==> src/rtl/operand_deserializer.sv <==
// operand_deserializer: collects two serial WIDTH-bit words (A then B) and presents them as a parallel pair under valid/ready
module operand_deserializer #(
    parameter int WIDTH     = 12,
    parameter bit MSB_FIRST = 1'b1
) (
    input  logic             clk,
    input  logic             rst,
    input  logic             sin,
    input  logic             sin_valid,
    output logic             sin_ready,
    input  logic             sync,
    output logic [WIDTH-1:0] A_out,
    output logic [WIDTH-1:0] B_out,
    output logic             out_valid,
    input  logic             out_ready
);
    localparam int CW = $clog2(WIDTH);

    typedef enum logic [1:0] {RX_A, RX_B, HOLD} state_t;

    state_t           state, state_nx;
    logic [CW-1:0]    cnt;
    logic [WIDTH-1:0] sh_a, sh_b, sh_a_nx, sh_b_nx;
    logic             take, last, realign;

    always_comb begin
        sin_ready = state != HOLD;
        realign   = sync && state != HOLD;
        take      = sin_valid && sin_ready && !sync;
        last      = cnt == CW'(WIDTH - 1);
        sh_a_nx   = MSB_FIRST ? {sh_a[WIDTH-2:0], sin} : {sin, sh_a[WIDTH-1:1]};
        sh_b_nx   = MSB_FIRST ? {sh_b[WIDTH-2:0], sin} : {sin, sh_b[WIDTH-1:1]};
        state_nx  = state;
        if (realign)
            state_nx = RX_A;
        else if (take && last)
            state_nx = state == RX_A ? RX_B : HOLD;
        else if (state == HOLD && out_ready)
            state_nx = RX_A;
    end

    always_ff @(posedge clk) begin
        if (rst) begin
            state     <= RX_A;
            cnt       <= '0;
            sh_a      <= '0;
            sh_b      <= '0;
            A_out     <= '0;
            B_out     <= '0;
            out_valid <= 1'b0;
        end else begin
            state <= state_nx;
            if (realign) begin
                cnt  <= '0;
                sh_a <= '0;
                sh_b <= '0;
            end else if (take) begin
                cnt <= last ? '0 : cnt + CW'(1);
                if (state == RX_A)
                    sh_a <= sh_a_nx;
                else
                    sh_b <= sh_b_nx;
                // B's last bit is still in flight, so publish the shifted value directly
                if (state == RX_B && last) begin
                    A_out     <= sh_a;
                    B_out     <= sh_b_nx;
                    out_valid <= 1'b1;
                end
            end
            if (state == HOLD && out_ready)
                out_valid <= 1'b0;
        end
    end
endmodule

==> config.mk <==
export PLATFORM = sky130hd
export DESIGN_NAME = operand_deserializer
export DESIGN_NICKNAME = d
export VERILOG_FILES = /design/src/rtl/operand_deserializer.sv
export SDC_FILE = /design/constraint.sdc
export NUM_CORES = 1
export LEC_CHECK = 0
export ABC_AREA = 1
export ABC_CLOCK_PERIOD_IN_PS = 2420
export CAP_MARGIN = 10
export CORE_ASPECT_RATIO = 0.7
export CORE_MARGIN = 4
export CORE_UTILIZATION = 55
export DETAILED_ROUTE_END_ITERATION = 10
export PLACE_DENSITY = 0.83
export SYNTH_ARGS = -nofsm -noshare
export SYNTH_HDL_FRONTEND = slang
export SYNTH_SLANG_ARGS = --single-unit
==> constraint.sdc <==
create_clock -name clk -period 2.42 [get_ports clk]
set_input_delay 0.484 -clock clk [delete_from_list [all_inputs] [get_ports clk]]
set_output_delay 0.484 -clock clk [all_outputs]
set_load 0.02 [all_outputs]
* After elaboration in Yosys (flattened, before gate mapping) *
Index checks and enable logic that the tools add are counted.

storage, ports and cells
  input bits = 6
  output and inout bits = 26
  register bits = 54

cells by class
  add/sub/neg operators = 1
  multiplexer cells = 4
  reduce and logical (&&, ||, !) cells = 14
  equality and inequality tests = 4
  bitwise gates (word level) = 2

operator list
  cell                 number
  $logic_and 1x1->1    6
  $mux 2               3
  $add 4x1->4 const B  1
  $eq 4x4->1 const B   1
  $mux 4               1
  $reduce_and 2->1     2
  $reduce_or 2->1      2
  $reduce_and 3->1     1
  $eq 2x1->1 const B   1
  $eq 2x2->1 const B   1
  $logic_not 2->1      1
  $ne 2x2->1 const B   1
  $not 1->1            2
  $reduce_bool 2->1    1
  $logic_not 1->1      1

* Logic depth before layout (Yosys ltp) *
Gate-level depths: netlist of the first run.

  depth in word-level cells = 5
  depth in mapped cells = 8

* Worst setup path before layout of the first run *
No wires, ideal clock.

  kind = register to register
  start = reg cnt[0]
  end = reg A_out[0]
  library setup time = 0.110 ns
  buffers on the path = 1
  stages on the path, launching flop included = 8
  period minus slack after synthesis = 1.298 ns
  setup slack = 1.122 ns
  data arrival time = 1.188 ns
  path through = dfxtp_1 > ha_1 > nand2_1 > nor2_4 > buf_2 > nand4_1 > nand2_1 > nor2_1

on the way
  word-level cells in the longest chain between the ends = 3

RTL lines
  item                               RTL line  source
  start: declaration                 22        logic [CW-1:0] cnt;
  start signal: assignment           58        cnt <= last ? '0 : cnt + CW'(1);
  $eq 4x4->1                         30        last = cnt == CW'(WIDTH - 1);
  $logic_and 1x1->1                  64        if (state == RX_B && last) begin
  $reduce_and 3->1 (no source line)  n/a
  end signal: assignment             48        A_out <= '0;
  end signal: assignment             65        A_out <= sh_a;
  end: declaration                   12        output logic [WIDTH-1:0] A_out,

No other way between the ends.
A chain may end at the register's enable or synchronous reset.

* Worst setup path after layout of the first run *
  start = reg state[0]
  end = out sin_ready

on the way
  word-level cells in the longest chain between the ends = 1

RTL lines
  item                      RTL line  source
  start: declaration        21        state_t state, state_nx;
  start signal: assignment  52        state <= state_nx;
  $ne 2x2->1                27        sin_ready = state != HOLD;
  end: declaration          10        output logic sin_ready,

No other way between the ends.

==> out/qor.txt, run 1 <==
Vias per inst: 4.78
Gpl congestion: 0.832
Fin crit period: 1.96 ns
Initial antenna violation count: 0
Die width: 88.6 µm
Outcome: complete, no violations
Cts repair resizes: 0
First-pass GRT wire length: 8460 µm
Syn Area/Cell: 6.99 µm²
Final hold vios: 0
DRC: 0
Via Count: 2097
Fraction of layout cells with a size suffix above 1: 8.85%
Total GRT Usage: 18.6%
Seq cells post-synth: 54
Setup crit start kind: flop
Overflow after GRT: 0
Root buffer cell: clkbuf_8
Reg-to-reg startpoint: cnt[0]$_SDFFE_PP0N_
Final slew viol count: 0
Post-CTS Setup Inserts: 0
Die footprint: 5710 µm²
Clk sinks: 54
Setup TNS: 0 ns
Synthesized cell area: 2500 µm²
Worst skew pair latency: 0.30 ns
Period Utilization, post-route: 81.0%
Most common cell in the netlist: nand2_1
Dpl hpwl: 3430 µm
Hold Path Origin: out_valid$_SDFFE_PP0P_
Row cnt: 20
Measured slew at the worst slew-check pin: 0.716 ns
Kind of critical path: reg -> out
Final Non-Filler Cells: 439
Maximum clock rate: 510 MHz
Worst-path maximum fanout: 4
Cells after Synth: 358
Die H: 64.4 µm
Worst IR Drop VDD: 0.309 mV
R2R depth: 7
Routed wire per std cell: 11.2 µm
Worst path required time: 1.94 ns
# IOs: 32
Final setup viols: 0
Async set-or-reset flop fraction in the synthesized netlist: 0%
Top-area cell type share of the netlist area: 43.2%
Clock Pin Slew Worst Setup and Hold Paths: 0.09 ns
P_leak: 1.14 nW
NumNets Final: 390
RSZ-0062 raised after global routing: no
Post-Synthesis Net Count: 365
Netlist cell types: 22
Post-synth EDFFs: 0
Hold_buf cts: 0
Largest net degree at the start of global routing: 28
Cts bufs inserted: 5
FF-to-FF End: A_out[1]$_SDFFE_PP0P_
Clock Skews: 0.00510 ns
Clk buf depth: 2
HP Class: reg -> reg
Final wirelength: 4930 µm
Maxcap violations: 0
Synth-to-Final Area Change: 17.0%
R2R setup slack: 0.52 ns
Total core area: 4350 µm²
Top cells by area, synth: dfxtp_1 (43%), nand2_1 (13%), inv_1 (11%), nor2_1 (6.5%), nand4_1 (6.0%)
Synth cell count leaders: nand2_1 (85), inv_1 (76), dfxtp_1 (54)
Cell Pwr Density: 571 nW/µm²
Ant diodes: 0
Relative slew slack: 52.2%
Post-synth top area cell: dfxtp_1
Sequential-to-total area share from yosys stat: 43.2%
H-tree lvl count: 2
Number of global-route vias before repair: 1900
Yosys Warn Count: 0
Hold Path End: out_valid$_SDFFE_PP0P_
PortBufs: 31
Antenna-violating nets left: 0
Hold depth: 2
Pre-CTS setup slack: 0.488 ns
Final worst-path setup slack: 0.460 ns
Starting Density: 57.4%
Crit path DAT: 1.48 ns
CTS tree: yes
Crit. End Element: primary output
Placed insts: 431
Top_reg_cell synth: dfxtp_1
Initial DRC count: 125
First-pass iteration count of the detailed router: 4
power breakdown:
part | leakage, nW | internal (mW) | total (mW) | switching [mW]
logic | 0.636 | 0.0189 | 0.0566 | 0.0377
clock network | 0.0714 | 0.441 | 0.724 | 0.283
registers | 0.435 | 0.889 | 0.890 | 0.00103
total | 1.14 | 1.35 | 1.67 | 0.322
state kept, by name, summed over array words and instances (netlist names):
register	flops
sh_a	12
out_valid	1
cnt	4
B_out	12
A_out	12
state	2
sh_b	11
cell usage in the layout (no fill, tap or decap):
cell type / n
o21ai_1: 7
nand3_1: 14
nand3_4: 1
nor2_1: 43
or2_1: 1
o21bai_1: 1
nand4_1: 24
a21oi_1: 13
inv_2: 5
buf_4: 4
nor2_2: 1
dfxtp_1: 54
a21oi_4: 1
clkbuf_8: 6
a21oi_2: 10
ha_1: 1
nand2_1: 85
bufinv_16: 2
inv_1: 76
clkdlybuf4s50_1: 31
nand2_2: 2
nor2_4: 2
worst max-delay path, cell delays in order (launching register included):
cell and delay, ns:
dfxtp_1 0.38, inv_2 0.08, nand2_2 0.10, clkdlybuf4s50_1 0.61
final cells by class:
type                       count  area, µm²
sequential                    54       1080
tap                           55       68.8
inverter                      81        304
timing repair buffer          35        340
multi-input combinational    206        990
clock buffer                   6       82.6
clock inverter                 2       60.1
fill                         364       1430
through the flow:
step	instance area (µm²)	power [mW]	hold slack, ns	util, %
after floorplan	2500	0.949	0.440	-
after global placement	2780	0.966	0.435	63.9
after detailed placement	2780	0.967	0.440	63.9
after CTS	2930	1.68	0.453	67.2
after global routing	2930	1.73	0.468	67.2
final	2930	1.67	0.455	67.2
how the worst max path moves through the flow:
stage | from | cells after the start | to | slack (ns)
2_1_floorplan | cnt[0]$_SDFFE_PP0N_ | 7 | A_out[0]$_SDFFE_PP0P_ | 1.12
3_3_place_gp | sync | 8 | B_out[3]$_SDFFE_PP0P_ | 0.52
3_5_place_dp | sync | 8 | sh_b[1]$_SDFFE_PP0P_ | 0.49
4_1_cts | state[0]$_SDFFE_PP0P_ | 3 | sin_ready | 0.46
5_1_grt | cnt[0]$_SDFFE_PP0N_ | 7 | B_out[2]$_SDFFE_PP0P_ | 0.29
6_report | state[0]$_SDFFE_PP0P_ | 3 | sin_ready | 0.46
kinds of logic after synthesis:
| kind of cell | Yosys count | synth area share (%) |
|---|---|---|
| compound gates | 32 | 8.45 |
| flops | 54 | 43.2 |
| simple gates | 173 | 30.6 |
| buf+inv | 98 | 17.2 |
| fa+ha+maj | 1 | 0.500 |
per-layer routing:
layer	part of all wire [%]	GRT usage, %	up-vias	wire [µm]
li1	-	-	1130	-
met4	0.93	5.28	0	46
met3	5.5	4.57	5	269
met5	0	0	-	0
met1	54	26.7	920	2650
met2	40	27.5	42	1960
Note: power is estimated with default switching activity, not from simulation.
==> run 2: changes to the inputs <==
Settings changed: ABC_CLOCK_PERIOD_IN_PS 2420 to 1760, CORE_UTILIZATION 55 to 49, PLACE_DENSITY 0.83 to 0.79.
Clock period 2.42 ns to 1.76 ns, I/O delays scaled along.
==> run 2 against run 1 <==
Against the previous run: sequential share of layout area is 0.33 points lower; routed wire length grew 3.0%; clock-buffer cell count decreased by 1; core utilization is 6.5 points lower; design area rose by 0.90%; combinational power rose by 47%; clock skew rose by 0.0060 ns; register-to-register slack lost 0.28 ns; critical endpoint is now A_out[0]; largest cell class unchanged.
==> out/qor.txt, run 2 (synthesis gave the netlist of run 1 again) <==
Outcome: complete, no violations
Routed wire per std cell: 11.1 µm
Starting Density: 51.5%
Final Power: 2.01 mW
Multi-input logic area: 990 µm²
Kind of critical path: reg -> out
Die footprint: 6330 µm²
Sw Pwr: 0.473 mW
Total core area: 4860 µm²
Maxcap violations: 0
Sequential cell area: 1080 µm²
Cell Pwr Density: 679 nW/µm²
Row cnt: 21
Period Utilization, post-route: 94.2%
Root buffer cell: clkbuf_8
Cell Chain, Critical Path: clkdlybuf4s50_1
Die width: 93.4 µm
Largest net degree at the start of global routing: 31
Dpl hpwl: 3580 µm
Worst IR Drop VDD: 0.505 mV
H-tree lvl count: 2
Sequential power share: 61.0%
Clk sinks: 54
Via Count: 2133
HP Class: reg -> reg
Measured slew at the worst slew-check pin: 0.401 ns
Final hold vios: 0
First-pass GRT wire length: 8690 µm
RSZ-0062 raised after global routing: no
Hold_buf cts: 0
Synth-to-Final Area Change: 18.1%
Final wirelength: 5080 µm
Final worst-path setup slack: 0.102 ns
Final slew viol count: 0
Fillers: 453
Clock power frac: 34.8%
Total GRT Usage: 17.4%
Most common cell after layout, fill and taps aside: nand2_1
Clock Pin Slew Worst Setup and Hold Paths: 0.10 ns
Sw frac: 23.6%
NumNets Final: 395
Setup crit start kind: flop
DRC: 0
Largest regs: A_out: 12 flops, B_out: 12 flops, sh_a: 12 flops
Final setup viols: 0
CTS tree: yes
Post-CTS Setup Inserts: 0
Clk buf depth: 2
R2R setup slack: 0.24 ns
Die H: 67.8 µm
Crit. End Element: primary output
Clock Skews: 0.0111 ns
Worst-path maximum fanout: 2
Most frequent cells in the layout: nand2_1 (85), inv_1 (76), dfxtp_1 (54)
Worst path required time: 1.41 ns
Initial DRC count: 194
Ant diodes: 0
WP buf/inv: 1
# IOs: 32
Antenna-violating nets left: 0
Critical Path Slowest Stage Cell: clkdlybuf4s50_1
Overflow after GRT: 0
Fin crit period: 1.66 ns
Fraction of layout cells with a size suffix above 1: 10.0%
Worst skew pair latency: 0.32 ns
Crit path largest cell delay: 0.62 ns
PortBufs: 31
Gpl congestion: 0.854
Vias per inst: 4.66
Maximum clock rate: 603 MHz
Pre-CTS setup slack: -0.0000241 ns
Hold slack: 0.459 ns
Initial antenna violation count: 0
Number of global-route vias before repair: 1870
Internal power: 1.53 mW
P_leak: 1.14 nW
Crit path DAT: 1.31 ns
Cts bufs inserted: 5
Relative slew slack: 73.2%
First-pass iteration count of the detailed router: 4
Combinational power share: 4.1%
Crit-path leading delay family: buffers and inverters
-- run 2: through the flow --
stage	util (%)	setup TNS, ns	instance area [µm²]	cells
6_report	60.7	0	2950	458
5_1_grt	60.7	0	2950	458
4_1_cts	60.7	0	2950	458
3_5_place_dp	58.9	-0.0000241	2860	450
3_3_place_gp	58.9	0	2860	450
2_1_floorplan	-	0	2500	358
-- run 2: cell type report --
cell class	instances	area share, %
Timing Repair Buffer	40	13.6
Tap cell	69	2.92
Clock inverter	3	0.720
Inverter	81	10.3
Multi-Input combinational cell	206	33.5
Sequential cell	54	36.6
Clock buffer	5	2.33
-- run 2: final timing paths --
path | cells after the start | end | startpoint
hold / removal | 2 | out_valid$_SDFFE_PP0P_ | out_valid$_SDFFE_PP0P_
setup reg to reg | 7 | A_out[2]$_SDFFE_PP0P_ | cnt[0]$_SDFFE_PP0N_
hold reg to reg | 2 | out_valid$_SDFFE_PP0P_ | out_valid$_SDFFE_PP0P_
setup / recovery | 1 | A_out[0] | A_out[0]$_SDFFE_PP0P_
-- run 2: power by group through the flow --
stage          clock network [mW]  registers [mW]  logic [mW]
2_1_floorplan                   0            1.25      0.0525
3_3_place_gp                    0            1.25      0.0826
3_5_place_dp                    0            1.25      0.0833
4_1_cts                     0.717            1.22      0.0833
5_1_grt                     0.759            1.22      0.0924
6_report                    0.699            1.22      0.0830
-- run 2: metal layers --
layer	wire length, µm	track usage (%)
met4	54	5.48
met3	239	3.79
met1	2650	24.5
met5	0	0
met2	2140	26.7
-- run 2: what timing repair did --
item	4_1_cts	5_1_grt
setup endpoints to repair	1	0
resized for setup	1	0
hold endpoints to repair	0	0
==> run 3: changes to the inputs <==
Settings changed: SETUP_SLACK_MARGIN set to 0.3.
==> run 3 against run 2 <==
Against the previous run: routed wire length up 14%; flip-flop and latch count unchanged; largest power group unchanged; maximum frequency up 13%; largest cell class unchanged; clock power down 1%; core utilization up 2.9 points.
==> out/qor.txt, run 3 (synthesis gave the netlist of run 1 again) <==
Number of global-route vias before repair: 1931
Initial antenna violation count: 0
Kind of critical path: reg -> reg
H-tree lvl count: 2
Largest regs: A_out: 12 flops, B_out: 12 flops, sh_a: 12 flops
DRC: 0
Routed wire per std cell: 12.4 µm
R2R setup slack: 0.30 ns
Clk buf depth: 2
Setup TNS: 0 ns
Row cnt: 21
Clock Pin Slew Worst Setup and Hold Paths: 0.10 ns
Synth-to-Final Area Change: 23.6%
Final hold vios: 0
Worst path required time: 1.98 ns
Ant diodes: 0
RSZ-0062 raised after global routing: yes
Gpl congestion: 0.854
Worst-path maximum fanout: 12
Total GRT Usage: 18.2%
Hold Path End: out_valid$_SDFFE_PP0P_
Final wirelength: 5810 µm
Die width: 93.4 µm
Hold Path Origin: out_valid$_SDFFE_PP0P_
Period Utilization, post-route: 83.0%
Most frequent cells in the layout: nand2_1 (84), inv_1 (76), dfxtp_1 (52)
PortBufs: 31
Die H: 67.8 µm
Hold slack: 0.458 ns
Root buffer cell: clkbuf_8
Clock Skews: 0.00947 ns
Vias per inst: 4.82
Maxcap violations: 0
Starting Density: 51.5%
NumNets Final: 405
Crit path DAT: 1.69 ns
Maximum clock rate: 684 MHz
# IOs: 32
P_leak: 1.34 nW
Via Count: 2258
Most common cell after layout, fill and taps aside: nand2_1
FF-to-FF End: A_out[1]$_SDFFE_PP0P_
Die footprint: 6330 µm²
Final setup viols: 0
Antenna-violating nets left: 0
Fraction of layout cells with a size suffix above 1: 13.5%
Crit. End Element: flop
Dpl hpwl: 3580 µm
Fin crit period: 1.46 ns
Cts bufs inserted: 5
Worst IR Drop VDD: 0.500 mV
First-pass iteration count of the detailed router: 4
Cell Pwr Density: 647 nW/µm²
Initial DRC count: 221
Final worst-path setup slack: 0.298 ns
Overflow after GRT: 0
First-pass GRT wire length: 9060 µm
Worst skew pair latency: 0.32 ns
Pre-CTS setup slack: -0.0000241 ns
Clk sinks: 54
R2R depth: 8
Hold depth: 2
CTS tree: yes
Relative slew slack: 72.6%
HP Class: reg -> reg
Outcome: complete, no violations
Hold_buf cts: 0
Measured slew at the worst slew-check pin: 0.410 ns
Reg-to-reg startpoint: cnt[1]$_SDFFE_PP0N_
Total core area: 4860 µm²
Final slew viol count: 0
Setup crit start kind: flop
Largest net degree at the start of global routing: 31
run 3: cell count changes in the layout (fill, tap and decap cells not counted), moves of 2 or more:
cell             delta
clkbuf_16           +2
nand3_4             +2
dfxtp_1             -2
buf_4               +2
buf_12              +2
dfxtp_2             +2
clkdlybuf4s50_1    -27
dlymetal6s2s_1      +2
dlygate4sd2_1      +24
run 3: layout make-up:
cell class | instances | area, µm²
clock inverters | 3 | 21.3
fillers | 435 | 1770
inverters | 81 | 304
multi-input cells | 209 | 1040
clock buffers | 5 | 68.8
well taps | 69 | 86.3
flip-flops and latches | 54 | 1080
repair buffers | 47 | 488
run 3: worst max path at each step:
| stage | slack, ns | to | from | cells past startpoint |
|---|---|---|---|---|
| floorplan | 0.46 | A_out[0]$_SDFFE_PP0P_ | cnt[0]$_SDFFE_PP0N_ | 7 |
| global placement | 0.05 | sh_a[5]$_SDFFE_PP0P_ | sync | 6 |
| detailed placement | -0.00002 | A_out[2]$_SDFFE_PP0P_ | sin_valid | 7 |
| CTS | 0.19 | sin_ready | state[0]$_SDFFE_PP0P_ | 3 |
| global route | 0.21 | B_out[2]$_SDFFE_PP0P_ | cnt[1]$_SDFFE_PP0N_ | 8 |
| finish | 0.30 | A_out[1]$_SDFFE_PP0P_ | cnt[1]$_SDFFE_PP0N_ | 8 |
run 3: power by group:
group          total, mW  switching, mW  internal [mW]
Combinational     0.0856         0.0549         0.0307
Clock              0.692          0.412          0.280
Sequential          1.22        0.00103           1.22
run 3: per-stage QoR:
step	instance area [µm²]	power, mW	cells	utilization (%)
final	3090	2.00	468	63.6
after detailed placement	2860	1.34	450	58.9
after CTS	2970	2.02	461	61.1
after floorplan	2500	1.30	358	-
after global routing	3090	2.08	468	63.6
after global placement	2860	1.33	450	58.9
run 3: per-layer routing:
metal  global-route usage [%]  wire length (µm)  up-vias
met3                     3.79               397       11
met2                     28.6              2630       77
met4                     5.48                85        0
met5                        0                 0        -
met1                     25.3              2690     1000
li1                         -                 -     1170
run 3: repair_timing:
| action | CTS | global route |
|---|---|---|
| gates resized for setup | 27 | 10 |
| endpoints found under the setup margin | 50 | 49 |
| setup buffers | 1 | 4 |
| cloned | 2 | 3 |
| pin swaps | 1 | 1 |
run 3: worst max-delay path, stage by stage (launching register included):
cell,delay [ns]
dfxtp_2,0.36
ha_2,0.20
nand2_1,0.09
nor2_4,0.13
buf_12,0.15
buf_12,0.14
nand4_1,0.14
nand2_1,0.12
nor2_1,0.05
